### config.mk
export PLATFORM = sky130hd
export DESIGN_NAME = bnn_conv_engine_flat
export DESIGN_NICKNAME = d
export VERILOG_FILES = /design/src/rtl/bnn_conv_engine_if.sv /design/src/rtl/bnn_conv_engine.sv /design/src/flat_wrapper.sv
export SDC_FILE = /design/constraint.sdc
export NUM_CORES = 1
export LEC_CHECK = 0
export BUFFER_PORTS_ARGS = -buffer_cell sky130_fd_sc_hd__clkbuf_2
export CORE_AREA = 4 4 189 191
export DETAILED_ROUTE_END_ITERATION = 8
export DIE_AREA = 0 0 193 195
export GPL_TIMING_DRIVEN = 1
export SETUP_SLACK_MARGIN = 0.2
export SLEW_MARGIN = 20
export SYNTH_ARGS = -nofsm -noshare
export SYNTH_HDL_FRONTEND = slang
export SYNTH_SLANG_ARGS = --single-unit
### constraint.sdc
create_clock -name clk -period 8.15 [get_ports clk]
set_input_delay 0.815 -clock clk [delete_from_list [all_inputs] [get_ports clk]]
set_output_delay 0.815 -clock clk [all_outputs]
set_load 0.02 [all_outputs]
### src/rtl/bnn_conv_engine_if.sv
// Bus bundle between bnn_conv_engine and its run control, shared SRAM and weight memory.
// The img_count/dim_error status signals exist only when BNN_CONV_STATUS_EN is defined.
interface bnn_conv_engine_if #(
   parameter int MAX_DIM = 16,
   parameter int ADDR_W  = 12
);
   logic               dut_run;
   logic               dut_busy;
   logic [ADDR_W-1:0]  dut_sram_read_address;
   logic [MAX_DIM-1:0] sram_dut_read_data;
   logic [ADDR_W-1:0]  dut_sram_write_address;
   logic [MAX_DIM-1:0] dut_sram_write_data;
   logic               dut_sram_write_enable;
   logic [ADDR_W-1:0]  dut_wmem_read_address;
   logic [15:0]        wmem_dut_read_data;
`ifdef BNN_CONV_STATUS_EN
   logic [7:0]         img_count;
   logic [0:0]         dim_error;
`endif

   modport master (
      input  dut_run, sram_dut_read_data, wmem_dut_read_data,
      output dut_busy, dut_sram_read_address, dut_sram_write_address,
             dut_sram_write_data, dut_sram_write_enable, dut_wmem_read_address
`ifdef BNN_CONV_STATUS_EN
      , output img_count, dim_error
`endif
   );

   modport slave (
      output dut_run, sram_dut_read_data, wmem_dut_read_data,
      input  dut_busy, dut_sram_read_address, dut_sram_write_address,
             dut_sram_write_data, dut_sram_write_enable, dut_wmem_read_address
`ifdef BNN_CONV_STATUS_EN
      , input img_count, dim_error
`endif
   );
endinterface

### src/rtl/bnn_conv_engine.sv
// Binary 3x3 XNOR-popcount-threshold convolution over a stream of NxN bit-images.
// Optional status outputs (img_count, dim_error) are enabled by BNN_CONV_STATUS_EN.
module bnn_conv_engine #(
   parameter int MAX_DIM = 16,
   parameter int ADDR_W  = 12
) (
   input logic               clk,
   input logic               reset,
   bnn_conv_engine_if.master bus
);
   typedef enum logic [2:0] {S_IDLE, S_WLOAD, S_HDR, S_CHK, S_FILL, S_STREAM} state_t;

   localparam logic [5:0] N_MAX = 6'(MAX_DIM);

   state_t             state_q, state_d;
   logic               busy_q, busy_d;
   logic [ADDR_W-1:0]  rd_addr_q, rd_addr_d;
   logic [ADDR_W-1:0]  wr_addr_q, wr_addr_d;
   logic [ADDR_W-1:0]  wmem_addr_q, wmem_addr_d;
   logic [5:0]         cnt_q, cnt_d;
   logic [5:0]         n_q, n_d;
   logic [8:0]         w_q, w_d;
   logic [3:0]         t_q, t_d;
   logic [MAX_DIM-1:0] top_q, mid_q, bot_q;
   logic               shift_en, wr_en, take_hdr;
   logic [MAX_DIM-1:0] row_z;
   logic [8:0]         win;
   logic [5:0]         hdr_n;
   logic               hdr_ok;
   logic               unused_wbits;
`ifdef BNN_CONV_STATUS_EN
   logic [7:0]         img_q, img_d;
   logic               derr_q, derr_d;
   logic               hdr_end;
`endif

   function automatic logic [3:0] popcnt9(input logic [8:0] v);
      logic [3:0] s;
      s = '0;
      for (int i = 0; i < 9; i++) s = s + {3'b000, v[i]};
      return s;
   endfunction

   assign hdr_n        = bus.sram_dut_read_data[5:0];
   assign hdr_ok       = (hdr_n >= 6'd3) && (hdr_n <= N_MAX);
   assign unused_wbits = ^bus.wmem_dut_read_data[15:13];
`ifdef BNN_CONV_STATUS_EN
   assign hdr_end      = &bus.sram_dut_read_data[7:0];
`endif

   // One output bit per window; columns at or beyond N-2 stay zero.
   always_comb begin
      row_z = '0;
      win   = '0;
      for (int c = 0; c < MAX_DIM - 2; c++) begin
         win = {bot_q[c +: 3], mid_q[c +: 3], top_q[c +: 3]};
         if ((c < int'(n_q) - 2) && (popcnt9(~(w_q ^ win)) >= t_q))
            row_z[c] = 1'b1;
      end
   end

   always_comb begin
      state_d     = state_q;
      busy_d      = busy_q;
      rd_addr_d   = rd_addr_q;
      wr_addr_d   = wr_addr_q;
      wmem_addr_d = wmem_addr_q;
      cnt_d       = cnt_q;
      n_d         = n_q;
      w_d         = w_q;
      t_d         = t_q;
      shift_en    = 1'b0;
      wr_en       = 1'b0;
      take_hdr    = 1'b0;
`ifdef BNN_CONV_STATUS_EN
      img_d       = img_q;
      derr_d      = derr_q;
`endif
      unique case (state_q)
         S_IDLE: if (bus.dut_run) begin
            state_d     = S_WLOAD;
            busy_d      = 1'b1;
            wmem_addr_d = ADDR_W'(1);
            rd_addr_d   = '0;
            wr_addr_d   = '0;
`ifdef BNN_CONV_STATUS_EN
            img_d       = '0;
            derr_d      = 1'b0;
`endif
         end
         S_WLOAD: state_d = S_HDR;
         S_HDR: begin
            w_d       = bus.wmem_dut_read_data[8:0];
            t_d       = bus.wmem_dut_read_data[12:9];
            rd_addr_d = rd_addr_q + 1'b1;
            state_d   = S_CHK;
         end
         S_CHK: take_hdr = 1'b1;
         S_FILL: begin
            shift_en  = 1'b1;
            rd_addr_d = rd_addr_q + 1'b1;
            cnt_d     = cnt_q + 6'd1;
            if (cnt_q == 6'd2) begin
               cnt_d   = '0;
               state_d = S_STREAM;
            end
         end
         S_STREAM: begin
            shift_en  = 1'b1;
            wr_en     = 1'b1;
            wr_addr_d = wr_addr_q + 1'b1;
            rd_addr_d = rd_addr_q + 1'b1;
            cnt_d     = cnt_q + 6'd1;
            // Reads run one word ahead, so the next header arrives with the last row's compute.
            if (cnt_q == n_q - 6'd3) begin
               take_hdr = 1'b1;
`ifdef BNN_CONV_STATUS_EN
               if (img_q != 8'hFF) img_d = img_q + 8'd1;
`endif
            end
         end
         default: state_d = S_IDLE;
      endcase

      if (take_hdr) begin
         if (hdr_ok) begin
            state_d   = S_FILL;
            n_d       = hdr_n;
            cnt_d     = '0;
            rd_addr_d = rd_addr_q + 1'b1;
         end else begin
            state_d     = S_IDLE;
            busy_d      = 1'b0;
            rd_addr_d   = '0;
            wmem_addr_d = '0;
`ifdef BNN_CONV_STATUS_EN
            derr_d      = derr_q | ~hdr_end;
`endif
         end
      end
   end

   always_ff @(posedge clk) begin
      if (reset) begin
         state_q     <= S_IDLE;
         busy_q      <= 1'b0;
         rd_addr_q   <= '0;
         wr_addr_q   <= '0;
         wmem_addr_q <= '0;
         cnt_q       <= '0;
`ifdef BNN_CONV_STATUS_EN
         img_q       <= '0;
         derr_q      <= 1'b0;
`endif
      end else begin
         state_q     <= state_d;
         busy_q      <= busy_d;
         rd_addr_q   <= rd_addr_d;
         wr_addr_q   <= wr_addr_d;
         wmem_addr_q <= wmem_addr_d;
         cnt_q       <= cnt_d;
`ifdef BNN_CONV_STATUS_EN
         img_q       <= img_d;
         derr_q      <= derr_d;
`endif
      end
   end

   always_ff @(posedge clk) begin
      n_q <= n_d;
      w_q <= w_d;
      t_q <= t_d;
      if (shift_en) begin
         top_q <= mid_q;
         mid_q <= bot_q;
         bot_q <= bus.sram_dut_read_data;
      end
   end

   assign bus.dut_busy               = busy_q;
   assign bus.dut_sram_read_address  = rd_addr_q;
   assign bus.dut_sram_write_address = wr_addr_q;
   assign bus.dut_sram_write_enable  = wr_en;
   assign bus.dut_sram_write_data    = wr_en ? row_z : '0;
   assign bus.dut_wmem_read_address  = wmem_addr_q;
`ifdef BNN_CONV_STATUS_EN
   assign bus.img_count              = img_q;
   assign bus.dim_error              = derr_q;
`endif
endmodule

### src/flat_wrapper.sv
// flat-port wrapper written by rule: the top's interface ports become plain ports
module bnn_conv_engine_flat 
#(
   parameter int MAX_DIM = 16,
   parameter int ADDR_W  = 12
)
  (clk, reset, bus_dut_run, bus_sram_dut_read_data, bus_wmem_dut_read_data, bus_dut_busy, bus_dut_sram_read_address, bus_dut_sram_write_address, bus_dut_sram_write_data, bus_dut_sram_write_enable, bus_dut_wmem_read_address);
  bnn_conv_engine_if #(.MAX_DIM(MAX_DIM), .ADDR_W(ADDR_W)) bus_i ();
  input logic clk;
  input logic reset;
  input wire logic [$bits(bus_i.dut_run)-1:0] bus_dut_run;
  input wire logic [$bits(bus_i.sram_dut_read_data)-1:0] bus_sram_dut_read_data;
  input wire logic [$bits(bus_i.wmem_dut_read_data)-1:0] bus_wmem_dut_read_data;
  output wire logic [$bits(bus_i.dut_busy)-1:0] bus_dut_busy;
  output wire logic [$bits(bus_i.dut_sram_read_address)-1:0] bus_dut_sram_read_address;
  output wire logic [$bits(bus_i.dut_sram_write_address)-1:0] bus_dut_sram_write_address;
  output wire logic [$bits(bus_i.dut_sram_write_data)-1:0] bus_dut_sram_write_data;
  output wire logic [$bits(bus_i.dut_sram_write_enable)-1:0] bus_dut_sram_write_enable;
  output wire logic [$bits(bus_i.dut_wmem_read_address)-1:0] bus_dut_wmem_read_address;
  assign bus_i.dut_run = bus_dut_run;
  assign bus_i.sram_dut_read_data = bus_sram_dut_read_data;
  assign bus_i.wmem_dut_read_data = bus_wmem_dut_read_data;
  assign bus_dut_busy = bus_i.dut_busy;
  assign bus_dut_sram_read_address = bus_i.dut_sram_read_address;
  assign bus_dut_sram_write_address = bus_i.dut_sram_write_address;
  assign bus_dut_sram_write_data = bus_i.dut_sram_write_data;
  assign bus_dut_sram_write_enable = bus_i.dut_sram_write_enable;
  assign bus_dut_wmem_read_address = bus_i.dut_wmem_read_address;
  bnn_conv_engine #(.MAX_DIM(MAX_DIM), .ADDR_W(ADDR_W)) u_core (.clk(clk), .reset(reset), .bus(bus_i));
endmodule
Word level (Yosys, flattened, before mapping):

Cells that the tools add are included.

* register bits after elaboration: 113
* latch bits: 0
* bits in writable memories: 0
* ROM bits: 0
* input bits: 35
* output and inout port bits: 54
* logic and storage cells: 264
* memories kept: 0

* add/sub/neg operators: 117
* multipliers: 0
* divide/modulo/power cells: 0
* order comparisons: 30
* eq/ne operators: 11
* shifts and indexed selects: 0
* mux-type cells: 41
* bitwise logic cells: 28
* reductions and logical operators: 25

Operators with widths (number)
* 4-bit by 1-bit adder with 4-bit output: 98
* 5-bit by 32-bit less-than comparator with 1-bit output, first input constant: 6
* 4-bit by 32-bit less-than comparator with 1-bit output, first input constant: 4
* 9-bit NOT: 14
* 9-bit XOR: 14
* 12-bit 2-to-1 mux: 7
* 3-bit by 32-bit less-than comparator with 1-bit output, first input constant: 2
* 4-bit greater-or-equal comparator: 14
* 12-bit one-hot mux with 2 select lines: 2
* 1-bit by 32-bit less-than comparator with 1-bit output, first input constant: 1
* 2-bit by 32-bit less-than comparator with 1-bit output, first input constant: 1
* 1-bit by 1-bit adder with 2-bit output: 14
* 12-bit by 1-bit adder with 12-bit output, second input constant: 2
* 1-bit 2-to-1 mux: 21
* 6-bit 2-to-1 mux: 3
* 1-bit logical AND: 15
* 3-bit one-hot mux with 5 select lines: 1
* 14-bit 2-to-1 mux: 1
* 3-bit 2-to-1 mux: 4
* 6-bit one-hot mux with 2 select lines: 1
* 6-bit by 2-bit subtractor with 7-bit output, second input constant: 1
* 6-bit by 1-bit adder with 6-bit output, second input constant: 1
* 3-bit by 2-bit equality test with 1-bit output, second input constant: 2
* 3-bit equality test, second input constant: 2
* other kinds (18): 21

Longest topological paths before layout:

Gate-level depths: netlist of run 1.

* depth in word-level cells: 14
* mapped depth: 17
* depth with buffers taken out: 15

Worst setup path before layout of run 1:

Ideal clock, no wire load.

* kind: flip-flop to output port
* start point: reg u_core.w_q[0]
* end point: out bus_dut_sram_write_data[6]
* data arrival time: 4751 ps
* data required time: 7335 ps
* slack: 2584 ps
* cell stages (with the launch flop): 17
* buffers on the path: 2
* cells stage by stage: edfxtp_1 -> clkbuf_1 -> buf_1 -> xnor2_1 -> ha_1 -> inv_1 -> fa_1 -> fa_1 -> inv_1 -> fa_1 -> ha_1 -> fa_1 -> ha_1 -> a21o_1 -> a21o_1 -> a21oi_1 -> a211oi_1

* cells in the longest elaborated chain, start to end: 14

Ends and longest elaborated chain
* from (decl): RTL line bnn_conv_engine.sv:22 `logic [8:0] w_q, w_d;`
* from (signal assigned): RTL line bnn_conv_engine.sv:171 `w_q <= w_d;`
* 9-bit XOR: RTL line bnn_conv_engine.sv:57 `if ((c < int'(n_q) - 2) && (popcnt9(~(w_q ^ win)) >= t_q))`
* 9-bit NOT: RTL line bnn_conv_engine.sv:57
* 1-bit by 1-bit adder with 2-bit output: RTL line bnn_conv_engine.sv:40 `for (int i = 0; i < 9; i++) s = s + {3'b000, v[i]};`
* 4-bit by 1-bit adder with 4-bit output (7 in a row): RTL line bnn_conv_engine.sv:40
* 4-bit greater-or-equal comparator: RTL line bnn_conv_engine.sv:57
* 1-bit logical AND: RTL line bnn_conv_engine.sv:57
* 1-bit 2-to-1 mux: RTL line bnn_conv_engine.sv:57
* 14-bit 2-to-1 mux: RTL line bnn_conv_engine.sv:184 `assign bus.dut_sram_write_data = wr_en ? row_z : '0;`
* to (decl): RTL line flat_wrapper.sv:17 `output wire logic [$bits(bus_i.dut_sram_write_data)-1:0] bus_dut_sram_write_data;`

No other way between the ends.

Final worst setup path of run 1:

* start point: reg u_core.w_q[0]
* end point: out bus_dut_sram_write_data[4]

The elaborated chain is that of the path after synthesis.

==> results.txt, run 1 <==
----------------------------------------------------
[Final layout]
  Share of layout cells above drive strength 1 ... 0.146
  Area of the multi-input gates ... 6570 µm²
  Final Non-Filler Cells ... 1,476
  Area of all sequential standard cells ... 2930 µm²
  Number of nets in the final layout ... 1,263
  Diodes inserted ... 0
  Synthesis-to-finish area growth ... 14.1%
  Summed area of non-filler cells in the final layout ... 11,500 µm²
  Layout Utilization ... 0.337
  Filler cell count ... 3,408

[Hold path]
  Classification of the worst-slack hold path ... flip-flop to flip-flop
  Number of cells on the worst hold path ... 2
  Min-Delay Startpoint ... u_core.bus.dut_wmem_read_address[3]
  Hold path endpoint ... u_core.bus.dut_wmem_read_address[3]

[Timing]
  Post-Route Hold Slack ... 0.434 ns
  Worst Tran Pin Value ... 1.14 ns
  Skew final ... 0.00775 ns
  Max Freq ... 0.157 GHz
  Final setup violation count ... 0
  Final total negative setup slack ... 0 ns
  Final hold violations ... 0
  Minimum clock period ... 6.37 ns
  Worst path setup slack after routing ... 1.78 ns
  RSZ-0062 raised after global routing ... no
  Slew margin rel. ... 0.241
  Period utilization ... 0.782
  Slew Limit Fails ... 0

[Routing]
  Drt total wl ... 23,100 µm
  DRC marker count from the first detailed-route iteration ... 228
  Vias post-DR ... 6,602
  Number of nets still failing antenna checks after routing ... 0
  Number of design rule violations left after detail routing ... 0
  Wire length per cell after detailed routing ... 15.7 µm
  Vias per Instance ... 4.47
  DRT Pass-1 Iters ... 4

[CTS]
  H-Tree Level Count ... 4
  Clock Root Buffer ... sky130_fd_sc_hd__clkbuf_16
  Clock buffer depth ... 2
  Clock-pin slew of the registers on the worst-case setup and hold paths ... 0.06 ns
  Count of hold-fix buffers inserted at cts ... 0
  Resize count post-CTS ... 0
  Number of sinks on the clock net ... 113
  Clock Latency Late Sink ... 0.43 ns
  Setup fix buffers added after clock tree synthesis ... 0
  Clock buffers created by TritonCTS ... 17
  TritonCTS clock tree ... yes

[Placement]
  RePlAce Congestion ... 0.796
  Post-placement worst setup slack ... 2.19 ns
  Total placed instance area ... 10,900 µm²
  Buffers on Ports ... 83
  HPWL Detailed ... 16,900 µm
  Cells after DPL ... 1,444

[Yosys]
  Avg Synthesized Cell Area ... 10.8 µm²
  Share of synthesized flip-flops with an asynchronous set or reset ... 0
  Synth Register Bits ... 113
  Cell Area, Synth ... 10,100 µm²
  Yosys synthesis warning count ... 0
  Number of enable flip-flop cells after synthesis ... 67
  Most instantiated flip-flop cell in the synthesis netlist ... sky130_fd_sc_hd__edfxtp_1
  Cell variety after synth ... 61
  Post-Syn Instances ... 937
  Register area share after synthesis ... 0.291

[Worst setup path]
  R2R cell count ... 7
  Start-to-end type of the worst setup path ... flip-flop to output port
  Data arrival at the endpoint of the critical path ... 5.56 ns
  CP Capture Type ... output port
  Startpoint of the lowest-slack register-to-register path ... u_core.n_q[2]
  Worst r2r dst ... u_core.bus.dut_wmem_read_address[4]
  Crit path launch type ... flip-flop
  Data required time of the worst path ... 7.34 ns
  Worst Path Max Fanout ... 14
  Register-to-register setup slack ... 5.45 ns

[Power and ir drop]
  Comb power frac ... 0.409
  Sw power ... 0.833 mW
  Max VDD drop ... 0.161 mV
  Overall power ... 2.36 mW
  Pint ... 1.53 mW
  Clock share of power ... 0.317
  Cell area power density ... 205 nW/µm²
  Relative contribution of sequential cells to total power ... 0.273
  Proportion of total power due to net switching ... 0.353
  Leak ... 5.01 nW

[Floorplan]
  Initial core utilization ... 0.296
  Site Rows ... 68
  Ports placed on the boundary ... 89
  Vert. Die Dim ... 195 µm
  Core Area ... 34,100 µm²
  Floorplan die area ... 37,600 µm²
  Die width ... 193 µm

[Outcome]
  Outcome ... finished, final reports clean

[Global route]
  Gr ovfl total ... 0
  Number of global-route vias before repair ... 7,091
  Global-route wire length before repair ... 37,800 µm
  Maximum number of pins on one net before global-route repair ... 50
  Antenna violations before repair ... 2
  Global-route usage over all layers ... 0.129

[Job]
  Max-cap check violation count ... 0

----------------------------------------------------
[metal layers]
layer | wire length [µm] | global-route usage | part of all wire | vias up
met5 | 27 | 0 | 0.0012 | -
met4 | 272 | 0.0302 | 0.012 | 4
met3 | 1590 | 0.0393 | 0.069 | 25
met2 | 10700 | 0.204 | 0.46 | 128
met1 | 10500 | 0.173 | 0.45 | 3170
li1 | - | - | - | 3275
[registers in the layout, summed over array words and instances (netlist names), 9 cells and up]
name / count
u_core.bot_q: 16
u_core.bus.dut_wmem_read_address: 12
u_core.top_q: 16
u_core.mid_q: 16
u_core.w_q: 9
u_core.bus.dut_sram_write_address: 12
u_core.bus.dut_sram_read_address: 12
[final cells by class]
| type | instances | area share |
|---|---|---|
| Clock inverter | 13 | 0.0107 |
| Timing Repair Buffer | 86 | 0.0381 |
| Sequential cell | 113 | 0.255 |
| Multi-Input combinational cell | 678 | 0.571 |
| Clock buffer | 19 | 0.0395 |
| Tap cell | 455 | 0.0495 |
| Inverter | 112 | 0.0365 |
[synth_stat cells (8+ instances only)]
master / instances / area (µm²)
sky130_fd_sc_hd__fa_1: 70 / 1400
sky130_fd_sc_hd__a21o_1: 31 / 233
sky130_fd_sc_hd__nor3_2: 13 / 130
sky130_fd_sc_hd__xor2_1: 62 / 543
sky130_fd_sc_hd__dfxtp_1: 46 / 921
sky130_fd_sc_hd__ha_1: 150 / 1880
sky130_fd_sc_hd__nor3_1: 18 / 90.1
sky130_fd_sc_hd__nand2_1: 27 / 101
sky130_fd_sc_hd__o21bai_1: 15 / 113
sky130_fd_sc_hd__a211oi_1: 8 / 60.1
sky130_fd_sc_hd__xnor2_1: 100 / 876
sky130_fd_sc_hd__o21ai_0: 8 / 40.0
sky130_fd_sc_hd__nand3_1: 11 / 55.1
sky130_fd_sc_hd__nor2_1: 38 / 143
sky130_fd_sc_hd__edfxtp_1: 67 / 2010
sky130_fd_sc_hd__a21oi_1: 44 / 220
sky130_fd_sc_hd__clkbuf_1: 20 / 75.1
sky130_fd_sc_hd__inv_1: 111 / 417
sky130_fd_sc_hd__nand2b_1: 16 / 100
[power by group through the flow]
stage	Combinational (mW)	Clock, mW	Sequential, mW
global placement	0.939	0	0.658
detailed placement	0.980	0	0.658
CTS	0.986	0.766	0.646
finish	0.966	0.749	0.646
floorplan	0.785	0	0.634
global route	1.15	0.789	0.648
[how the worst max path moves through the flow]
stage	from	to	cells after the start
final	u_core.w_q[0]	bus_dut_sram_write_data[4]	15
after global routing	u_core.w_q[0]	bus_dut_sram_write_data[6]	15
after CTS	u_core.w_q[0]	bus_dut_sram_write_data[4]	15
after detailed placement	u_core.w_q[0]	bus_dut_sram_write_data[1]	15
after global placement	u_core.w_q[0]	bus_dut_sram_write_data[6]	15
after floorplan	u_core.w_q[0]	bus_dut_sram_write_data[6]	16
[layout by cell type, fill, tap and decap left out, drive strengths merged, types with 5 or more instances in the layout]
master / count
a311oi: 6
xnor2: 100
edfxtp: 67
a211oi: 13
nor3: 31
fa: 70
o21ai: 10
ha: 150
dfxtp: 46
inv: 119
a21o: 31
nor2: 39
a31oi: 5
clkbuf: 102
nand2: 27
o21bai: 15
nand3: 11
nand2b: 17
xor2: 62
nor2b: 5
a21oi: 44
nand4: 5
[cell families after synthesis]
logic type,synth area share
buffers and inverters,0.0596
other,0.000372
AO/OA/AOI/OAI,0.0914
AND/OR/NAND/NOR,0.0888
adder cells (fa/ha/maj),0.325
flip-flops,0.291
XOR/XNOR,0.141
multiplexers,0.00323
[worst max-delay path: stages, from the launching register on]
cell and delay (ns):
sky130_fd_sc_hd__edfxtp_1 1.01, sky130_fd_sc_hd__xnor2_1 0.16, sky130_fd_sc_hd__ha_1 0.32, sky130_fd_sc_hd__inv_1 0.05
sky130_fd_sc_hd__fa_1 0.51, sky130_fd_sc_hd__fa_1 0.55, sky130_fd_sc_hd__inv_1 0.06, sky130_fd_sc_hd__fa_1 0.48
sky130_fd_sc_hd__ha_1 0.24, sky130_fd_sc_hd__fa_1 0.44, sky130_fd_sc_hd__ha_1 0.29, sky130_fd_sc_hd__a21o_1 0.10
sky130_fd_sc_hd__a21o_1 0.10, sky130_fd_sc_hd__a21oi_1 0.10, sky130_fd_sc_hd__a211oi_1 0.45, sky130_fd_sc_hd__clkbuf_2 0.26
Note: power is estimated with default switching activity, not from simulation.
==> inputs of run 2 (changes only) <==
clock period = 6.6 ns   (was 8.15 ns; I/O delays follow)
==> results.txt, run 2 (synthesis gave the netlist of run 1 again) <==
----------------------------------------------------
[Floorplan]
  Core Area ... 34,100 µm²
  Ports placed on the boundary ... 89
  Vert. Die Dim ... 195 µm
  Die width ... 193 µm
  Floorplan die area ... 37,600 µm²
  Initial core utilization ... 0.296
  Site Rows ... 68

[CTS]
  H-Tree Level Count ... 4
  Clock Root Buffer ... sky130_fd_sc_hd__clkbuf_16
  Count of hold-fix buffers inserted at cts ... 0
  Number of sinks on the clock net ... 113
  Clock buffers created by TritonCTS ... 17
  TritonCTS clock tree ... yes
  Clock-pin slew of the registers on the worst-case setup and hold paths ... 0.06 ns
  Clock buffer depth ... 2
  Setup fix buffers added after clock tree synthesis ... 0
  Resize count post-CTS ... 0
  Clock Latency Late Sink ... 0.43 ns

[Routing]
  Drt total wl ... 23,000 µm
  Wire length per cell after detailed routing ... 15.5 µm
  Vias per Instance ... 4.53
  Number of design rule violations left after detail routing ... 0
  Vias post-DR ... 6,708
  DRT Pass-1 Iters ... 5
  DRC marker count from the first detailed-route iteration ... 308
  Number of nets still failing antenna checks after routing ... 0

[Global route]
  Antenna violations before repair ... 1
  Maximum number of pins on one net before global-route repair ... 50
  Number of global-route vias before repair ... 6,877
  Gr ovfl total ... 0
  Global-route wire length before repair ... 37,100 µm
  Global-route usage over all layers ... 0.127

[Hold path]
  Classification of the worst-slack hold path ... input pin to flip-flop

[Worst setup path]
  Worst Path Max Fanout ... 12
  Crit path launch type ... flip-flop
  Data arrival at the endpoint of the critical path ... 5.26 ns
  CP Capture Type ... output port
  Data required time of the worst path ... 5.94 ns
  Start-to-end type of the worst setup path ... flip-flop to output port

[Power and ir drop]
  Max VDD drop ... 0.179 mV
  Leak ... 5.05 nW
  Cell area power density ... 254 nW/µm²

[Final layout]
  Synthesis-to-finish area growth ... 14.8%
  Leading cell types in the layout, fill and taps excluded ... sky130_fd_sc_hd__ha_1 (150), sky130_fd_sc_hd__inv_1 (110), sky130_fd_sc_hd__xnor2_1 (100)
  Filler cell count ... 3,431
  Share of layout cells above drive strength 1 ... 0.150
  Commonest non-fill, non-tap cell in the layout ... sky130_fd_sc_hd__ha_1
  Largest registers in the final layout ... u_core.bot_q: 16 flops, u_core.mid_q: 16 flops, u_core.top_q: 16 flops
  Summed area of non-filler cells in the final layout ... 11,600 µm²
  Number of nets in the final layout ... 1,267
  Diodes inserted ... 0

[Timing]
  Skew final ... 0.00588 ns
  Final setup violation count ... 0
  Slew Limit Fails ... 0
  Minimum clock period ... 5.92 ns
  Worst Tran Pin Value ... 1.13 ns
  Period utilization ... 0.896
  Final hold violations ... 0
  Max Freq ... 0.169 GHz
  RSZ-0062 raised after global routing ... no
  Final total negative setup slack ... 0 ns
  Slew margin rel. ... 0.245

[Placement]
  Buffers on Ports ... 83
  HPWL Detailed ... 16,700 µm
  Total placed instance area ... 11,000 µm²
  RePlAce Congestion ... 0.797

[Outcome]
  Outcome ... finished, final reports clean

[Job]
  Max-cap check violation count ... 0

----------------------------------------------------
==> run 2: cell type report <==
class	count	area, µm²	area share
multi-input cells	678	6570	0.567
flip-flops and latches	113	2930	0.253
well taps	455	569	0.0492
clock buffers	22	539	0.0466
repair buffers	90	468	0.0404
inverters	112	420	0.0363
clock inverters	10	81.3	0.00702
==> run 2: worst max-delay path: stages, from the launching register on <==
cell,delay [ns]
sky130_fd_sc_hd__edfxtp_1,0.92
sky130_fd_sc_hd__buf_4,0.27
sky130_fd_sc_hd__xor2_1,0.17
sky130_fd_sc_hd__fa_1,0.47
sky130_fd_sc_hd__fa_1,0.55
sky130_fd_sc_hd__inv_1,0.06
sky130_fd_sc_hd__fa_1,0.48
sky130_fd_sc_hd__ha_1,0.24
sky130_fd_sc_hd__fa_1,0.45
sky130_fd_sc_hd__ha_1,0.28
sky130_fd_sc_hd__a21o_1,0.16
sky130_fd_sc_hd__a21o_1,0.17
sky130_fd_sc_hd__a21oi_1,0.29
sky130_fd_sc_hd__a211oi_2,0.11
sky130_fd_sc_hd__clkbuf_2,0.20
==> run 2: metal layers <==
metal | global-route usage | share of wire | vias up
li1 | - | - | 3287
met1 | 0.174 | 0.47 | 3265
met2 | 0.202 | 0.46 | 132
met3 | 0.0354 | 0.056 | 22
met4 | 0.0257 | 0.0099 | 2
met5 | 0 | 0.00057 | -
==> run 2: metrics by stage <==
stage / power (mW) / instances / hold WS, ns / utilization / setup slack, ns
after floorplan: 1.75 / 938 / 0.447 / - / 1.19
after global placement: 1.97 / 1448 / 0.417 / 0.321 / 1.15
after detailed placement: 2.02 / 1448 / 0.418 / 0.321 / 1.14
after CTS: 2.98 / 1480 / 0.382 / 0.339 / 0.641
after global routing: 3.22 / 1480 / 0.384 / 0.339 / 0.456
final: 2.94 / 1480 / 0.404 / 0.339 / 0.683
==> run 2: final timing paths <==
path                                             from                                  end  slack (ns)  depth (start not counted)
setup / recovery                        u_core.w_q[4]          bus_dut_sram_write_data[11]        0.68                         14
hold / removal             bus_wmem_dut_read_data[12]                        u_core.t_q[3]        0.40                          1
setup reg to reg                        u_core.n_q[2]  u_core.bus.dut_wmem_read_address[6]        3.91                          7
hold reg to reg   u_core.bus.dut_wmem_read_address[5]  u_core.bus.dut_wmem_read_address[5]        0.43                          2
==> run 2: power by group <==
group          leakage (nW)  total [mW]  internal, mW  switching, mW
logic                  3.76        1.19         0.584          0.609
clock network         0.309       0.952         0.586          0.366
registers             0.976       0.794         0.758         0.0364
==> inputs of run 3 (changes only) <==
CORE_AREA = 4 4 154 156   (was 4 4 189 191)
DIE_AREA = 0 0 158 160   (was 0 0 193 195)
==> results.txt, run 3 (synthesis gave the netlist of run 1 again) <==
----------------------------------------------------
[Outcome]
  Outcome ... finished, final reports clean

[Routing]
  Vias per Instance ... 5.10
  DRC marker count from the first detailed-route iteration ... 159
  Vias post-DR ... 6,685
  Number of nets still failing antenna checks after routing ... 0
  Drt total wl ... 22,200 µm
  DRT Pass-1 Iters ... 4
  Wire length per cell after detailed routing ... 16.9 µm
  Number of design rule violations left after detail routing ... 0

[Power and ir drop]
  Pint ... 1.95 mW
  Max VDD drop ... 0.151 mV
  Leak ... 5.03 nW
  Comb power frac ... 0.402
  Proportion of total power due to net switching ... 0.345
  Cell area power density ... 262 nW/µm²
  Clock share of power ... 0.332
  Relative contribution of sequential cells to total power ... 0.265
  Sw power ... 1.03 mW

[Final layout]
  Summed area of non-filler cells in the final layout ... 11,400 µm²
  Synthesis-to-finish area growth ... 12.6%
  Area of the multi-input gates ... 6560 µm²
  Diodes inserted ... 0
  Number of nets in the final layout ... 1,267
  Leading cell types in the layout, fill and taps excluded ... sky130_fd_sc_hd__ha_1 (150), sky130_fd_sc_hd__inv_1 (110), sky130_fd_sc_hd__xnor2_1 (100)
  Share of layout cells above drive strength 1 ... 0.148
  Largest registers in the final layout ... u_core.bot_q: 16 flops, u_core.mid_q: 16 flops, u_core.top_q: 16 flops
  Commonest non-fill, non-tap cell in the layout ... sky130_fd_sc_hd__ha_1
  Filler cell count ... 2,009
  Area of all sequential standard cells ... 2930 µm²

[Timing]
  Max Freq ... 0.173 GHz
  Final total negative setup slack ... 0 ns
  Final hold violations ... 0
  Skew final ... 0.0129 ns
  Final setup violation count ... 0
  RSZ-0062 raised after global routing ... no
  Slew Limit Fails ... 0
  Period utilization ... 0.874
  Slew margin rel. ... 0.261
  Minimum clock period ... 5.77 ns
  Worst Tran Pin Value ... 1.11 ns

[Floorplan]
  Ports placed on the boundary ... 89
  Initial core utilization ... 0.451
  Site Rows ... 55
  Die width ... 158 µm
  Core Area ... 22,400 µm²
  Vert. Die Dim ... 160 µm
  Floorplan die area ... 25,300 µm²

[CTS]
  H-Tree Level Count ... 4
  Setup fix buffers added after clock tree synthesis ... 0
  Clock Latency Late Sink ... 0.42 ns
  Clock Root Buffer ... sky130_fd_sc_hd__clkbuf_16
  Clock buffers created by TritonCTS ... 17
  Number of sinks on the clock net ... 113
  Clock-pin slew of the registers on the worst-case setup and hold paths ... 0.06 ns
  Clock buffer depth ... 2
  Count of hold-fix buffers inserted at cts ... 0
  TritonCTS clock tree ... yes
  Resize count post-CTS ... 0

[Worst setup path]
  Delay contributed by the slowest stage of the critical path ... 0.72 ns
  Start-to-end type of the worst setup path ... flip-flop to output port
  Buffer and inverter count on the worst path ... 3
  Data arrival at the endpoint of the critical path ... 5.11 ns
  Standard cell with the maximum stage delay on the critical path ... sky130_fd_sc_hd__edfxtp_1
  CP Launch Point ... u_core.w_q[2]
  Startpoint of the lowest-slack register-to-register path ... u_core.n_q[2]
  Worst Path Max Fanout ... 8
  Data required time of the worst path ... 5.94 ns
  Crit path launch type ... flip-flop
  CP Capture Type ... output port
  Cell chain of the critical path ... buf_4 -> xor2_1 -> fa_1 -> fa_1 -> inv_1 -> fa_1 -> ha_1 -> fa_1 -> ha_1 -> a21o_1 -> a21o_1 -> a21oi_1 -> a211oi_1 -> clkbuf_2
  Cell class contributing the biggest share of worst-path delay ... adder cells
  Most frequent cell on the critical path ... sky130_fd_sc_hd__fa_1

[Hold path]
  Min-Delay Startpoint ... bus_wmem_dut_read_data[3]
  Classification of the worst-slack hold path ... input pin to flip-flop

[Global route]
  Number of global-route vias before repair ... 7,130
  Global-route usage over all layers ... 0.187
  Maximum number of pins on one net before global-route repair ... 30
  Gr ovfl total ... 0
  Global-route wire length before repair ... 36,900 µm
  Antenna violations before repair ... 0

[Placement]
  RePlAce Congestion ... 0.823
  Total placed instance area ... 10,700 µm²
  Buffers on Ports ... 83
  HPWL Detailed ... 16,300 µm

[Job]
  Max-cap check violation count ... 0

----------------------------------------------------
run 3: cell types whose count changed in the layout (fill, tap and decap cells not counted), sizes merged:
| cell | change |
|---|---|
| clkbuf | -3 |
| bufinv | +2 |
| clkinvlp | +2 |
| clkinv | -1 |
run 3: per-stage QoR:
step	util	setup slack (ns)	cells	total power, mW	hold slack (ns)
2_1_floorplan	-	1.19	938	1.75	0.447
3_3_place_gp	0.480	1.28	1278	1.98	0.417
3_5_place_dp	0.480	1.27	1278	2.02	0.422
4_1_cts	0.508	0.801	1310	3.02	0.395
5_1_grt	0.508	0.646	1310	3.26	0.399
6_report	0.508	0.831	1310	2.97	0.404
run 3: layout make-up:
class	instances	area share
well taps	285	0.0314
repair buffers	90	0.0412
flip-flops and latches	113	0.258
multi-input cells	678	0.578
clock inverters	13	0.0127
inverters	112	0.0370
clock buffers	19	0.0419
run 3: worst paths after layout:
path / end / slack, ns / cells past startpoint
max: bus_dut_sram_write_data[6] / 0.83 / 14
min reg2reg: u_core.bus.dut_wmem_read_address[11] / 0.43 / 2
max reg2reg: u_core.bus.dut_wmem_read_address[7] / 3.91 / 7
min: u_core.w_q[3] / 0.40 / 1
run 3: per-layer routing:
metal / up-vias / wire (µm) / GRT usage
li1: 3279 / - / -
met1: 3251 / 9720 / 0.242
met2: 117 / 11200 / 0.315
met4: 0 / 536 / 0.0644
met5: - / 0 / 0
met3: 38 / 666 / 0.0322
run 3: power by group through the flow:
| stage | combinational [mW] | sequential (mW) | clock [mW] |
|---|---|---|---|
| after floorplan | 0.970 | 0.783 | 0 |
| after global placement | 1.17 | 0.804 | 0 |
| after detailed placement | 1.21 | 0.804 | 0 |
| after CTS | 1.22 | 0.789 | 1.01 |
| after global routing | 1.42 | 0.790 | 1.04 |
| final | 1.20 | 0.789 | 0.988 |
run 3: worst reg2reg max path, stage by stage, from the launching register on:
cell and delay [ns]:
sky130_fd_sc_hd__edfxtp_1 0.53, sky130_fd_sc_hd__inv_1 0.16, sky130_fd_sc_hd__ha_1 0.36, sky130_fd_sc_hd__a21oi_1 0.14
sky130_fd_sc_hd__xnor2_1 0.21, sky130_fd_sc_hd__nand4_2 0.20, sky130_fd_sc_hd__a211oi_2 0.85, sky130_fd_sc_hd__nor2_1 0.11
